## config.mk

```make
export PLATFORM = sky130hd
export DESIGN_NAME = audio_i2s_capture_flat
export DESIGN_NICKNAME = d
export VERILOG_FILES = /design/src/rtl/audio_i2s_capture_if.sv /design/src/rtl/audio_i2s_capture.sv /design/src/flat_wrapper.sv
export SDC_FILE = /design/constraint.sdc
export NUM_CORES = 1
export LEC_CHECK = 0
export ABC_AREA = 0
export ABC_CLOCK_PERIOD_IN_PS = 2300
export BUFFER_PORTS_ARGS = -buffer_cell sky130_fd_sc_hd__buf_4
export CELL_PAD_IN_SITES_DETAIL_PLACEMENT = 0
export CELL_PAD_IN_SITES_GLOBAL_PLACEMENT = 1
export CORE_MARGIN = 8
export CORE_UTILIZATION = 40
export DETAILED_ROUTE_END_ITERATION = 8
export GPL_TIMING_DRIVEN = 0
export PLACE_DENSITY = 0.79
export RECOVER_POWER = 50
export SYNTH_ARGS = -nofsm -noshare
export SYNTH_HDL_FRONTEND = slang
export SYNTH_SLANG_ARGS = --single-unit
```

## constraint.sdc

```tcl
create_clock -name clock -period 2.3 [get_ports clock]
set_clock_uncertainty 0.15 [all_clocks]
set_input_delay 0 -clock clock [delete_from_list [all_inputs] [get_ports clock]]
set_output_delay 0 -clock clock [all_outputs]
set_load 0.01 [all_outputs]
```

## src/rtl/audio_i2s_capture_if.sv

```systemverilog
// Write side of the audio dual-clock FIFO: one-cycle write strobe,
// 32-bit stereo word, and the FIFO's full flag coming back.
interface audio_i2s_capture_if;
    logic        wrreq;
    logic [31:0] wrdata;
    logic        wrfull;

    modport master (output wrreq, output wrdata, input wrfull);
    modport slave  (input wrreq, input wrdata, output wrfull);
endinterface

```

## src/rtl/audio_i2s_capture.sv

```systemverilog
// AICA serial audio capture: oversamples BCLK/LRCK/SDATA in the system
// clock domain, assembles one {left, right} word per LRCK period and
// pushes it into the audio FIFO write port.
module audio_i2s_capture #(
    parameter int BITS        = 16,
    parameter int DATA_DELAY  = 1,
    parameter int LEFT_LEVEL  = 0,
    parameter int SYNC_STAGES = 2
) (
    input  logic                       clock,
    input  logic                       reset,
    input  logic                       bclk,
    input  logic                       lrck,
    input  logic                       sdata,
    input  logic                       clear_overflow,
    audio_i2s_capture_if.master        fifo,
    output logic                       overflow,
    output logic                       frame_error,
    output logic [7:0]                 dropped
);

    localparam int   BCW      = $clog2(BITS + 1);
    localparam int   DCW      = (DATA_DELAY > 0) ? $clog2(DATA_DELAY + 1) : 1;
    localparam int   PAD      = 16 - BITS;
    localparam logic LEFT_LVL = 1'(LEFT_LEVEL);
    localparam logic [BCW-1:0] BITS_W  = BCW'(BITS);
    localparam logic [DCW-1:0] DD_INIT = DCW'((DATA_DELAY > 0) ? DATA_DELAY - 1 : 0);

    typedef enum logic [1:0] {HUNT, LEFT, RIGHT} state_t;

    // [stage][{bclk, lrck, sdata}]
    logic [SYNC_STAGES-1:0][2:0] sync_q;
    logic                        bclk_d;
    logic                        bclk_s, lrck_s, sdata_s;
    logic                        rise, start, new_left;
    logic                        prev_lrck;

    state_t          state, state_nx;
    logic [BITS-1:0] sreg, sreg_nx, left_reg;
    logic [BCW-1:0]  bcnt, bcnt_nx;
    logic [DCW-1:0]  dcnt;
    logic            cap, dly_tick, begin_ch, ld_left, emit, ferr;
    logic            emit_q, drop;
    logic [15:0]     l16, r16;

    assign {bclk_s, lrck_s, sdata_s} = sync_q[SYNC_STAGES-1];
    assign rise     = bclk_s & ~bclk_d;
    assign start    = rise & (lrck_s != prev_lrck);
    assign new_left = (lrck_s == LEFT_LVL);

    // Equal-depth synchronisers for all three serial inputs, plus BCLK edge history
    always_ff @(posedge clock) begin
        if (reset) begin
            sync_q <= '0;
            bclk_d <= 1'b0;
        end else begin
            sync_q <= {sync_q[SYNC_STAGES-2:0], {bclk, lrck, sdata}};
            bclk_d <= bclk_s;
        end
    end

    // Frame state register
    always_ff @(posedge clock) begin
        if (reset) state <= HUNT;
        else       state <= state_nx;
    end

    // Next state and control. A bit landing on the same rise as a channel
    // start (I2S LSB) is folded in first, so the start sees the full count.
    always_comb begin
        state_nx = state;
        begin_ch = 1'b0;
        ld_left  = 1'b0;
        emit     = 1'b0;
        ferr     = 1'b0;
        cap      = rise && (state != HUNT) && (dcnt == '0) && (bcnt < BITS_W);
        dly_tick = rise && (state != HUNT) && (dcnt != '0);
        sreg_nx  = cap ? BITS'({sreg, sdata_s}) : sreg;
        bcnt_nx  = cap ? BCW'(bcnt + 1'b1) : bcnt;
        if (start) begin
            case (state)
                HUNT: begin
                    if (new_left) begin
                        state_nx = LEFT;
                        begin_ch = 1'b1;
                    end
                end
                LEFT: begin
                    if (bcnt_nx == BITS_W && !new_left) begin
                        state_nx = RIGHT;
                        begin_ch = 1'b1;
                        ld_left  = 1'b1;
                    end else begin
                        // short left channel: drop back and re-evaluate this rise as HUNT would
                        ferr = 1'b1;
                        if (new_left) begin
                            state_nx = LEFT;
                            begin_ch = 1'b1;
                        end else begin
                            state_nx = HUNT;
                        end
                    end
                end
                RIGHT: begin
                    if (new_left && bcnt_nx == BITS_W) emit = 1'b1;
                    else                               ferr = 1'b1;
                    if (new_left) begin
                        state_nx = LEFT;
                        begin_ch = 1'b1;
                    end else begin
                        state_nx = HUNT;
                    end
                end
                default: state_nx = HUNT;
            endcase
        end
        l16 = 16'(left_reg) << PAD;
        r16 = 16'(sreg_nx) << PAD;
    end

    // Shift register, bit/delay counters, left holding register and output word
    always_ff @(posedge clock) begin
        if (reset) begin
            sreg        <= '0;
            bcnt        <= '0;
            dcnt        <= '0;
            left_reg    <= '0;
            prev_lrck   <= 1'b0;
            emit_q      <= 1'b0;
            fifo.wrdata <= '0;
        end else begin
            if (rise) prev_lrck <= lrck_s;
            if (ld_left) left_reg <= sreg_nx;
            emit_q <= emit;
            if (emit) fifo.wrdata <= {l16, r16};
            if (begin_ch) begin
                if (DATA_DELAY == 0) begin
                    // MSB arrives on the start rise itself
                    sreg <= BITS'(sdata_s);
                    bcnt <= BCW'(1);
                end else begin
                    sreg <= '0;
                    bcnt <= '0;
                end
                dcnt <= DD_INIT;
            end else if (cap) begin
                sreg <= sreg_nx;
                bcnt <= bcnt_nx;
            end else if (dly_tick) begin
                dcnt <= dcnt - 1'b1;
            end
        end
    end

    // Write strobe in the cycle after the closing rise, suppressed when full
    assign fifo.wrreq = emit_q & ~fifo.wrfull & ~reset;
    assign drop       = emit_q & fifo.wrfull;

    // Sticky status; a new drop or frame error beats a coincident clear
    always_ff @(posedge clock) begin
        if (reset) begin
            overflow    <= 1'b0;
            frame_error <= 1'b0;
            dropped     <= '0;
        end else begin
            if (drop) begin
                overflow <= 1'b1;
                if (clear_overflow)        dropped <= 8'd1;
                else if (dropped != 8'hFF) dropped <= dropped + 8'd1;
            end else if (clear_overflow) begin
                overflow <= 1'b0;
                dropped  <= '0;
            end
            if (ferr)                frame_error <= 1'b1;
            else if (clear_overflow) frame_error <= 1'b0;
        end
    end

endmodule

```

## src/flat_wrapper.sv

```systemverilog
// flat-port wrapper written by rule: the top's interface ports become plain ports
module audio_i2s_capture_flat 
#(
    parameter int BITS        = 16,
    parameter int DATA_DELAY  = 1,
    parameter int LEFT_LEVEL  = 0,
    parameter int SYNC_STAGES = 2
)
  (clock, reset, bclk, lrck, sdata, clear_overflow, overflow, frame_error, dropped, fifo_wrreq, fifo_wrdata, fifo_wrfull);
  audio_i2s_capture_if fifo_i ();
  input  logic clock;
  input  logic reset;
  input  logic bclk;
  input  logic lrck;
  input  logic sdata;
  input  logic clear_overflow;
  output logic overflow;
  output logic frame_error;
  output logic [7:0] dropped;
  output wire logic [$bits(fifo_i.wrreq)-1:0] fifo_wrreq;
  output wire logic [$bits(fifo_i.wrdata)-1:0] fifo_wrdata;
  input wire logic [$bits(fifo_i.wrfull)-1:0] fifo_wrfull;
  assign fifo_wrreq = fifo_i.wrreq;
  assign fifo_wrdata = fifo_i.wrdata;
  assign fifo_i.wrfull = fifo_wrfull;
  audio_i2s_capture #(.BITS(BITS), .DATA_DELAY(DATA_DELAY), .LEFT_LEVEL(LEFT_LEVEL), .SYNC_STAGES(SYNC_STAGES)) u_core (.clock(clock), .reset(reset), .bclk(bclk), .lrck(lrck), .sdata(sdata), .clear_overflow(clear_overflow), .fifo(fifo_i), .overflow(overflow), .frame_error(frame_error), .dropped(dropped));
endmodule
```

==> results of run 1 <==
-- Yosys cell counts, types with 2 or more instances --
master / number
nand3_1: 4
nand2_1: 19
mux2i_1: 62
a21oi_1: 5
buf_4: 2
a31oi_1: 2
ha_1: 6
xor2_1: 7
clkbuf_1: 9
inv_1: 4
or2_2: 12
nand4_1: 4
nor2b_1: 8
mux2i_2: 6
and3_1: 3
or2_1: 6
nand2b_1: 43
buf_2: 4
dfxtp_1: 91
nor2_1: 34
buf_6: 3
-- critical path: stages (launching register included) --
cell and delay, ns:
dfxtp_4 0.37, inv_1 0.08, ha_4 0.19, or4_1 0.50, buf_6 0.15, buf_12 0.13
mux2i_2 0.14, or2_2 0.31, mux2i_1 0.14
-- stage by stage --
step / utilization, % / TNS [ns] / instances / total power, mW
finish: 48.7 / 0 / 548 / 2.73
global route: 48.7 / 0 / 548 / 2.84
CTS: 49.5 / 0 / 542 / 2.76
detailed placement: 46.3 / -4.39 / 518 / 1.69
global placement: 46.3 / -2.31 / 518 / 1.69
floorplan: - / 0 / 359 / 1.66
-- metal layers --
layer  up-vias  global-route usage (%)
met5         -                       0
met4         0                    5.15
met3        10                    3.30
met2        44                    20.2
met1      1278                    16.4
li1       1360                       -
-- worst paths after layout --
| path | startpoint | endpoint | slack [ns] | cells past startpoint |
|---|---|---|---|---|
| worst max-delay path | u_core.state[0] | u_core.fifo.wrdata[8] | 0.07 | 8 |
| worst min register to register | u_core.sync_q[2] | u_core.bclk_s | 0.30 | 1 |
| worst max register to register | u_core.state[0] | u_core.fifo.wrdata[8] | 0.07 | 8 |
| worst min-delay path | reset | u_core.l16[0] | 0.07 | 3 |
-- timing repair --
item | 4_1_cts | 5_1_grt
hold endpoints to repair | 10 | 0
pin swaps | 0 | 1
endpoints found under the setup margin | 57 | 53
buffers inserted | 0 | 6
gates resized for setup | 5 | 8
hold buffers | 9 | 0
-- cell type report --
type | instances | area, um2
clock inverter | 4 | 48.8
fill | 897 | 4720
clock buffer | 11 | 141
multi-input combinational | 245 | 1840
tap | 111 | 139
sequential | 91 | 1830
buffer | 18 | 111
timing repair buffer | 63 | 347
inverter | 5 | 18.8
-- power groups by stage --
stage | Sequential, mW | Clock, mW | Combinational, mW
after global placement | 1.62 | 0 | 0.0683
after floorplan | 1.62 | 0 | 0.0445
after detailed placement | 1.62 | 0 | 0.0695
after global routing | 1.58 | 1.17 | 0.0886
after CTS | 1.58 | 1.10 | 0.0806
final | 1.58 | 1.07 | 0.0804
-- sequential cells by signal, summed over array words and instances (netlist names) --
signal	cells
u_core.bclk_d	1
u_core.bcnt	5
u_core.dcnt	1
u_core.fifo.wrdata	32
u_core.bclk_s	1
u_core.lrck_s	1
u_core.dropped	8
u_core.sdata_s	1
u_core.prev_lrck	1
u_core.state	2
u_core.overflow	1
u_core.l16	16
u_core.frame_error	1
u_core.emit_q	1
u_core.sync_q	3
u_core.sreg	16
-- cells by family (layout without fill, tap and decap cells) --
kind of cell	Yosys count	in the layout	share of synthesized area (%)
and+or+nand+nor	147	147	22.5
DFF	91	91	48.5
muxes	68	68	18.7
buffers and inverters	23	101	3.23
AOI/OAI and AO/OA	16	16	3.23
xor gates and xnor gates	8	8	1.87
adders and majority gates	6	6	2.00
==> metrics.cfg, run 1 <==
[run_status]
outcome = completed

[cells_and_area]
diodes = 0
drive_above_1_share_pct = 15.3
final_common_cell = dfxtp_1
postLayoutCellArea_um2 = 4480
final_cell_mix = dfxtp_1, mux2i_1, clkbuf_1, nand2b_1, nor2_1
synthToLayoutAreaGrowth_pct = 19.2
nNetsFinal = 446

[worst_setup_path]
crit_fanout = 6
worstPathArrival_ns = 2.36
worstPathRequired_ns = 2.42
worst-setup-path-type = reg -> reg
end_kind = flip-flop
start_kind = flip-flop

[sta]
setup_viol = 0
whs_ns = 0.0748
layout_min_cycle_time_ns = 2.23
fmax_mhz = 448
period_share_pct = 97.1
rsz0062_at_grt = no
slew_headroom_pct = 60.0
hold_viol_final = 0
tightest_slew_ns = 0.597
drv_slew = 0
setup_ws_ns = 0.0657

[power_and_ir_drop]
pwr-share-comb_pct = 2.9
power_frac_clock_pct = 39.2
power_density_nw_per_um2 = 611
p_int_mw = 2.14
total_switching_power_uw = 590
ir_worst_vdd_mv = 0.318
seqPwrFrac_pct = 57.8
leakage_nw = 1.99
netSwitchingFraction_pct = 21.6

[routing]
wl_met1_mm = 3.92
ant_nets = 0
vias = 2692
met3WireLength_um = 339
post-route-drc-count = 0
wl_per_cell_um = 14.4
routed_via_density = 4.91
highest_layer = met4
wl_met2_mm = 3.50
drt_wl_total_mm = 7.88
firstDrtPassIters = 4
drtIter0Drc = 98

[floorplan]
fp.dieArea_um2 = 12700
initial_utilization_pct = 40.8
coreArea_um2 = 9200
rows = 35
ios = 50
die_height_um = 113
fp.dieW_um = 113

[synth]
ys_top_cells_by_area = dfxtp_1, mux2i_1, nand2b_1, nor2_1, mux2i_2
synthesis.area_um2 = 3760
yosysTopAreaCellShare_pct = 48.5
synth_cell_types = 46
synth_nets = 372
ys.flop_type = dfxtp_1
synth-edff-count = 0
synth_warnings = 0
synthCells = 359
ys_ff_latch = 91
synth_top_cell_by_area = dfxtp_1
syn_avg_cell_area_um2 = 10.5
async_flop_share_pct = 0
ys_seq_area_share_pct = 48.5

[flow_run]
max_cap_viol_count = 0

[cts]
h-tree-depth = 3
tritoncts = built
clk_latency_ns = 0.35
cts_root_buf = clkbuf_8
clock_sinks = 91
clk_pin_slew_worst_paths_ns = 0.08
clock_path_buffers = 2
cts_buffers = 9

[placed_design]
gp_congestion = 0.795
dpl.hpwl_mm = 5.61
io_buffers = 48
dp_slack_ns = -0.123
place_area_um2 = 4260

[global_route]
grt_pass1_wl_mm = 13.3
globalRouteOverflowTotal = 0
grt_antenna_before_repair = 0
grt_use_total_pct = 12.8
grt_max_degree = 15
grt_pass1_vias = 2725

[hold_path]
hp-class = in -> reg

Power figures use the tool's default switching activity.
==> run 2: changes to the inputs <==
==> constraint.sdc (replaced) <==
create_clock -name clock -period 2.3 [get_ports clock]
set_clock_uncertainty 0.15 [all_clocks]
set_input_delay 0.345 -clock clock [delete_from_list [all_inputs] [get_ports clock]]
set_output_delay 0.345 -clock clock [all_outputs]
set_load 0.01 [all_outputs]
==> run 2 against run 1 <==
Net effect:
- global-route usage decreased by 0.15 points
- critical path depth unchanged
- clock power about the same
- sequential cell count unchanged
- sequential power about the same
- register-to-register slack about the same
- count of clock-buffer cells in the layout unchanged
- first-iteration DRC count decreased by 11%
- via count decreased by 1.4%
- critical path type unchanged
- critical endpoint unchanged
- largest cell class unchanged
==> metrics.cfg, run 2 (synthesis results as in run 1) <==
[run_status]
outcome = completed

[placed_design]
dpl.hpwl_mm = 5.61  ; unchanged
io_buffers = 48  ; unchanged
gp_congestion = 0.795  ; unchanged
place_area_um2 = 4260  ; unchanged
place_inst = 518  ; unchanged

[global_route]
met2_usage_pct = 20.0  ; -0.20 points
top_usage_layer = met2
use_met3_pct = 3.25  ; -0.053 points
grt_pass1_wl_mm = 13.1  ; -1.4%
globalRouteOverflowTotal = 0  ; unchanged
grt_antenna_before_repair = 0  ; unchanged
grt_max_degree = 15  ; unchanged
use_met1_pct = 16.1  ; -0.22 points
grt_use_total_pct = 12.7  ; -0.15 points
grt_pass1_vias = 2686  ; -1.4%

[sta]
fmax_mhz = 448  ; +0.16%
tightest_slew_ns = 0.596  ; -0.00150 ns
hold_viol_final = 0  ; unchanged
drv_slew = 0  ; unchanged
period_share_pct = 97.0  ; -0.15 points
layout_min_cycle_time_ns = 2.23  ; -0.00351 ns
rsz0062_at_grt = no
setup_viol = 0  ; unchanged
whs_ns = 0.0476  ; -0.0271 ns
slew_headroom_pct = 60.1  ; +0.10 points

[floorplan]
die_height_um = 113  ; unchanged
coreArea_um2 = 9200  ; unchanged
fp.dieW_um = 113  ; unchanged
rows = 35  ; unchanged
initial_utilization_pct = 40.8  ; unchanged
ios = 50  ; unchanged
fp.dieArea_um2 = 12700  ; unchanged

[hold_path]
hp-class = in -> reg

[cts]
h-tree-depth = 3  ; unchanged
clk_latency_ns = 0.35  ; about the same
cts_root_buf = clkbuf_8
tritoncts = built
clock_path_buffers = 2  ; unchanged
clk_pin_slew_worst_paths_ns = 0.09  ; about the same
cts_buffers = 9  ; unchanged
clock_sinks = 91  ; unchanged

[flow_run]
max_cap_viol_count = 0  ; unchanged

[cells_and_area]
synthToLayoutAreaGrowth_pct = 16.8
final_common_cell = dfxtp_1
nNetsFinal = 437  ; -2.0%
diodes = 0  ; unchanged
final_cell_mix = dfxtp_1, mux2i_1, clkbuf_1, nand2b_1, nor2_1
largest_register_ffs = 32  ; unchanged
largest_register = u_core.fifo.wrdata
drive_above_1_share_pct = 15.7  ; +0.32 points
fin_cells = 539  ; -1.6%
postLayoutCellArea_um2 = 4390  ; -2.0%

[power_and_ir_drop]
power_density_nw_per_um2 = 620  ; +1.5%
leakage_nw = 1.95  ; -2.2%
netSwitchingFraction_pct = 21.5  ; -0.099 points
power_frac_clock_pct = 39.3  ; about the same
total_switching_power_uw = 584  ; -1.0%
pwr-share-comb_pct = 2.6  ; -0.3 points
seqPwrFrac_pct = 58.1  ; +0.3 points
p_int_mw = 2.13  ; -0.42%
ir_worst_vdd_mv = 0.317  ; -0.42%

[routing]
routed_via_density = 4.92  ; +0.20%
wl_per_cell_um = 14.5  ; +0.70%
drtIter0Drc = 87  ; -11%
ant_nets = 0  ; unchanged
firstDrtPassIters = 4  ; unchanged
vias = 2653  ; -1.4%
post-route-drc-count = 0  ; unchanged
drt_wl_total_mm = 7.81  ; -0.95%

[worst_setup_path]
r2r_start = u_core.state[0]
worstPathArrival_ns = 2.36  ; about the same
end_kind = flip-flop
cp_cell_sequence = inv_1, ha_4, or4_1, buf_6, buf_12, mux2i_2, or2_2, mux2i_1
reg2reg_depth = 8  ; unchanged
r2r_slack_ns = 0.07  ; about the same
worst-setup-path-type = reg -> reg
timing.rr.end = u_core.fifo.wrdata[8]
endpoint = u_core.fifo.wrdata[8]
worstPathRequired_ns = 2.43  ; about the same
cp_slowest_stage_delay_ns = 0.50  ; about the same
crit_fanout = 6  ; unchanged
start_kind = flip-flop
critPathLaunch = u_core.state[0]
critPathSlowestCell = or4_1

## run 2: changes by cell type in the layout (fill, tap and decap cells not counted), sizes merged
cell	previous run	this run
dlygate4sd3	9	0
## run 2: area by class of cell
type,count,area [um2]
Buffer,18,111
Clock inverter,4,48.8
Inverter,5,18.8
Tap cell,111,139
Timing Repair Buffer,54,256
Fill cell,906,4810
Sequential cell,91,1830
Clock buffer,11,141
Multi-Input combinational cell,245,1840
## run 2: per-layer routing
| metal | vias up | wire (um) |
|---|---|---|
| li1 | 1341 | - |
| met2 | 42 | 3460 |
| met3 | 10 | 320 |
| met4 | 0 | 128 |
| met5 | - | 0 |
| met1 | 1260 | 3900 |
## run 2: power by group through the flow
stage	Combinational (mW)	Clock (mW)	Sequential [mW]
final	0.0696	1.07	1.58
after global routing	0.0769	1.17	1.58
after CTS	0.0699	1.10	1.58
after detailed placement	0.0695	0	1.62
after global placement	0.0683	0	1.62
after floorplan	0.0445	0	1.62
## run 2: what timing repair did
| item | CTS | global route |
|---|---|---|
| resized for setup | 5 | 8 |
| buffers inserted | 0 | 6 |
| endpoints found under the setup margin | 57 | 53 |
| pin swaps | 0 | 1 |
| hold buffers | 0 | 0 |
## run 2: worst min-delay path by stage
stage / start / endpoint / depth (start not counted)
floorplan: u_core.sync_q[2] / u_core.bclk_s / 1
global placement: u_core.sync_q[2] / u_core.bclk_s / 1
detailed placement: u_core.sync_q[2] / u_core.bclk_s / 1
CTS: bclk / u_core.sync_q[2] / 2
global route: lrck / u_core.sync_q[1] / 2
finish: lrck / u_core.sync_q[1] / 2
## run 2: worst max-delay path: cells and delay by family (launching register included)
family	cells	cell delay, ns
simple gates	2	0.81
flops	1	0.37
buf+inv	3	0.36
mux	2	0.28
fa+ha+maj	1	0.19
## run 2: metrics by stage
step,power (mW),util (%),setup TNS (ns),worst slack (ns)
after floorplan,1.66,-,0,0.0841
after global placement,1.69,46.3,-2.31,-0.0967
after detailed placement,1.69,46.3,-4.39,-0.123
after CTS,2.75,48.5,0,0.00146
after global routing,2.83,47.7,0,0.00385
final,2.72,47.7,0,0.0692
==> run 3: changes to the inputs <==
--- a/config.mk
+++ b/config.mk
@@ -8,7 +8,7 @@
 export ABC_AREA = 0
 export ABC_CLOCK_PERIOD_IN_PS = 2300
 export BUFFER_PORTS_ARGS = -buffer_cell sky130_fd_sc_hd__buf_4
-export CELL_PAD_IN_SITES_DETAIL_PLACEMENT = 0
+export CELL_PAD_IN_SITES_DETAIL_PLACEMENT = 1
 export CELL_PAD_IN_SITES_GLOBAL_PLACEMENT = 1
 export CORE_MARGIN = 8
 export CORE_UTILIZATION = 40
==> run 3 against run 2 <==
Net effect:
- setup slack improved by 0.018 ns
- core utilization shrank 0.29 points
- via count grew 0.98%
- total power down 1.2%
- sequential share of layout area rose by 0.19 points
- final cell count unchanged
- design area shrank 0.60%
- first-iteration DRC count up 3.4%
- register-to-register slack better by 0.02 ns
- die area stayed put
==> metrics.cfg, run 3 (synthesis results as in run 1) <==
[sta]
setup_ws_ns = 0.0868  ; +0.0176 ns
setup_viol = 0  ; unchanged
period_share_pct = 96.2  ; -0.76 points
slew_headroom_pct = 59.4  ; -0.67 points
tns_ns = 0  ; unchanged
fmax_mhz = 452  ; +0.79%
layout_min_cycle_time_ns = 2.21  ; -0.0176 ns
tightest_slew_ns = 0.606  ; +0.0100 ns
whs_ns = 0.0306  ; -0.0171 ns
drv_slew = 0  ; unchanged
hold_viol_final = 0  ; unchanged

[cells_and_area]
seqCellArea_um2 = 1820  ; -0.14%
final_util_pct = 47.4  ; -0.29 points
multi_input_area_um2 = 1840  ; about the same
drive_above_1_share_pct = 16.1  ; +0.47 points
final_common_cell = dfxtp_1
final_cell_mix = dfxtp_1, mux2i_1, clkbuf_1, nand2b_1, nor2_1
diodes = 0  ; unchanged
postLayoutCellArea_um2 = 4360  ; -0.60%
nNetsFinal = 436  ; -0.23%
largest_register_ffs = 32  ; unchanged
fin_cells = 539  ; unchanged
synthToLayoutAreaGrowth_pct = 16.1
largest_register = u_core.fifo.wrdata
fill_cells = 1071  ; +18%

[global_route]
grt_antenna_before_repair = 0  ; unchanged
grt_pass1_vias = 2920  ; +8.7%
globalRouteOverflowTotal = 0  ; unchanged
grt_max_degree = 18  ; +3
grt_pass1_wl_mm = 14.4  ; +9.9%
grt_use_total_pct = 14.1  ; +1.5 points

[cts]
clk_pin_slew_worst_paths_ns = 0.10  ; about the same
tritoncts = built
cts_root_buf = clkbuf_8
hold_buffers = 0  ; unchanged
clock_sinks = 91  ; unchanged
cts_buffers = 9  ; unchanged
clk_latency_ns = 0.37  ; +0.02 ns
h-tree-depth = 3  ; unchanged
clock_path_buffers = 2  ; unchanged

[routing]
drtIter0Drc = 90  ; +3.4%
drt_wl_total_mm = 8.60  ; +10%
wl_per_cell_um = 15.9  ; +10%
vias = 2679  ; +0.98%
post-route-drc-count = 0  ; unchanged
routed_via_density = 4.97  ; +0.98%
ant_nets = 0  ; unchanged
firstDrtPassIters = 4  ; unchanged

[flow_run]
max_cap_viol_count = 0  ; unchanged

[worst_setup_path]
start_kind = flip-flop
end_kind = flip-flop
worstPathRequired_ns = 2.45  ; +0.02 ns
crit_fanout = 10  ; +4
reg2reg_depth = 8  ; unchanged
r2r_slack_ns = 0.09  ; +0.02 ns
timing.rr.end = u_core.l16[6]
r2r_start = u_core.state[0]
worstPathArrival_ns = 2.37  ; about the same
worst-setup-path-type = reg -> reg

[floorplan]
initial_utilization_pct = 40.8  ; unchanged
coreArea_um2 = 9200  ; unchanged
ios = 50  ; unchanged
fp.dieArea_um2 = 12700  ; unchanged
fp.dieW_um = 113  ; unchanged
die_height_um = 113  ; unchanged
rows = 35  ; unchanged

[placed_design]
io_buffers = 48  ; unchanged
place_area_um2 = 4260  ; unchanged
dpl.hpwl_mm = 6.25  ; +11%
dp_slack_ns = -0.150  ; -0.0275 ns
gp_congestion = 0.795  ; unchanged
place_inst = 518  ; unchanged

[power_and_ir_drop]
power_density_nw_per_um2 = 616  ; -0.58%
netSwitchingFraction_pct = 24.8  ; +3.3 points
total_switching_power_uw = 666  ; +14%
power_frac_clock_pct = 38.6  ; -0.7 points
pwr-share-comb_pct = 2.5  ; about the same
leakage_nw = 1.93  ; -0.96%
power.total_mw = 2.69  ; -1.2%
seqPwrFrac_pct = 58.9  ; +0.8 points
ir_worst_vdd_mv = 0.300  ; -5.3%
p_int_mw = 2.02  ; -5.3%

[hold_path]
worstHoldEndpoint = u_core.sync_q[1]
whs_path_depth = 2  ; unchanged
hp-class = in -> reg
min_from = lrck

[run_status]
outcome = completed

## run 3: changes by cell type in the layout (fill, tap and decap cells not counted), sizes merged
cell,before,now
inv,5,8
clkinv,3,2
clkinvlp,0,2
clkbuf,65,62
bufinv,1,0
## run 3: critical path: stages, from the launching register on
cell and delay [ns]:
dfxtp_2 0.37, inv_1 0.09, ha_4 0.18, or4_4 0.48, buf_6 0.15, buf_6 0.15
mux2i_1 0.15, or2_2 0.30, mux2i_1 0.13
## run 3: cell type report
class	instances	share of cell area (%)
multi-input combinational	245	42.3
timing repair buffer	54	5.68
tap	111	3.19
clock inverter	7	1.38
sequential	91	41.8
buffer	17	2.38
inverter	5	0.431
clock buffer	9	2.84
## run 3: worst max path at each step
| stage | endpoint | start | cells after the start |
|---|---|---|---|
| global placement | u_core.fifo.wrdata[5] | u_core.state[0] | 8 |
| floorplan | u_core.fifo.wrdata[13] | u_core.state[0] | 8 |
| global route | u_core.l16[11] | u_core.state[0] | 8 |
| finish | u_core.l16[6] | u_core.state[0] | 8 |
| CTS | u_core.sreg[15] | u_core.state[0] | 9 |
| detailed placement | u_core.l16[6] | u_core.state[1] | 8 |
## run 3: repair_timing
| action | in CTS | in global routing |
|---|---|---|
| buffers inserted | 3 | 3 |
| gates resized for setup | 5 | 7 |
| setup endpoints to repair | 57 | 37 |
| endpoints found under the hold margin | 0 | 0 |
| pin swaps | 0 | 2 |
## run 3: layer usage
layer / up-vias / share of wire, % / track usage [%]
met2: 45 / 49 / 24.1
li1: 1325 / - / -
met5: - / 0 / 0
met4: 0 / 1.5 / 5.95
met1: 1299 / 46 / 16.2
met3: 10 / 3.9 / 4.21
## run 3: power groups by stage
stage	Combinational [mW]	Sequential, mW	Clock, mW
after floorplan	0.0445	1.62	0
after global placement	0.0683	1.62	0
after detailed placement	0.0708	1.62	0
after CTS	0.0713	1.58	1.07
after global routing	0.0760	1.58	1.15
final	0.0683	1.58	1.04
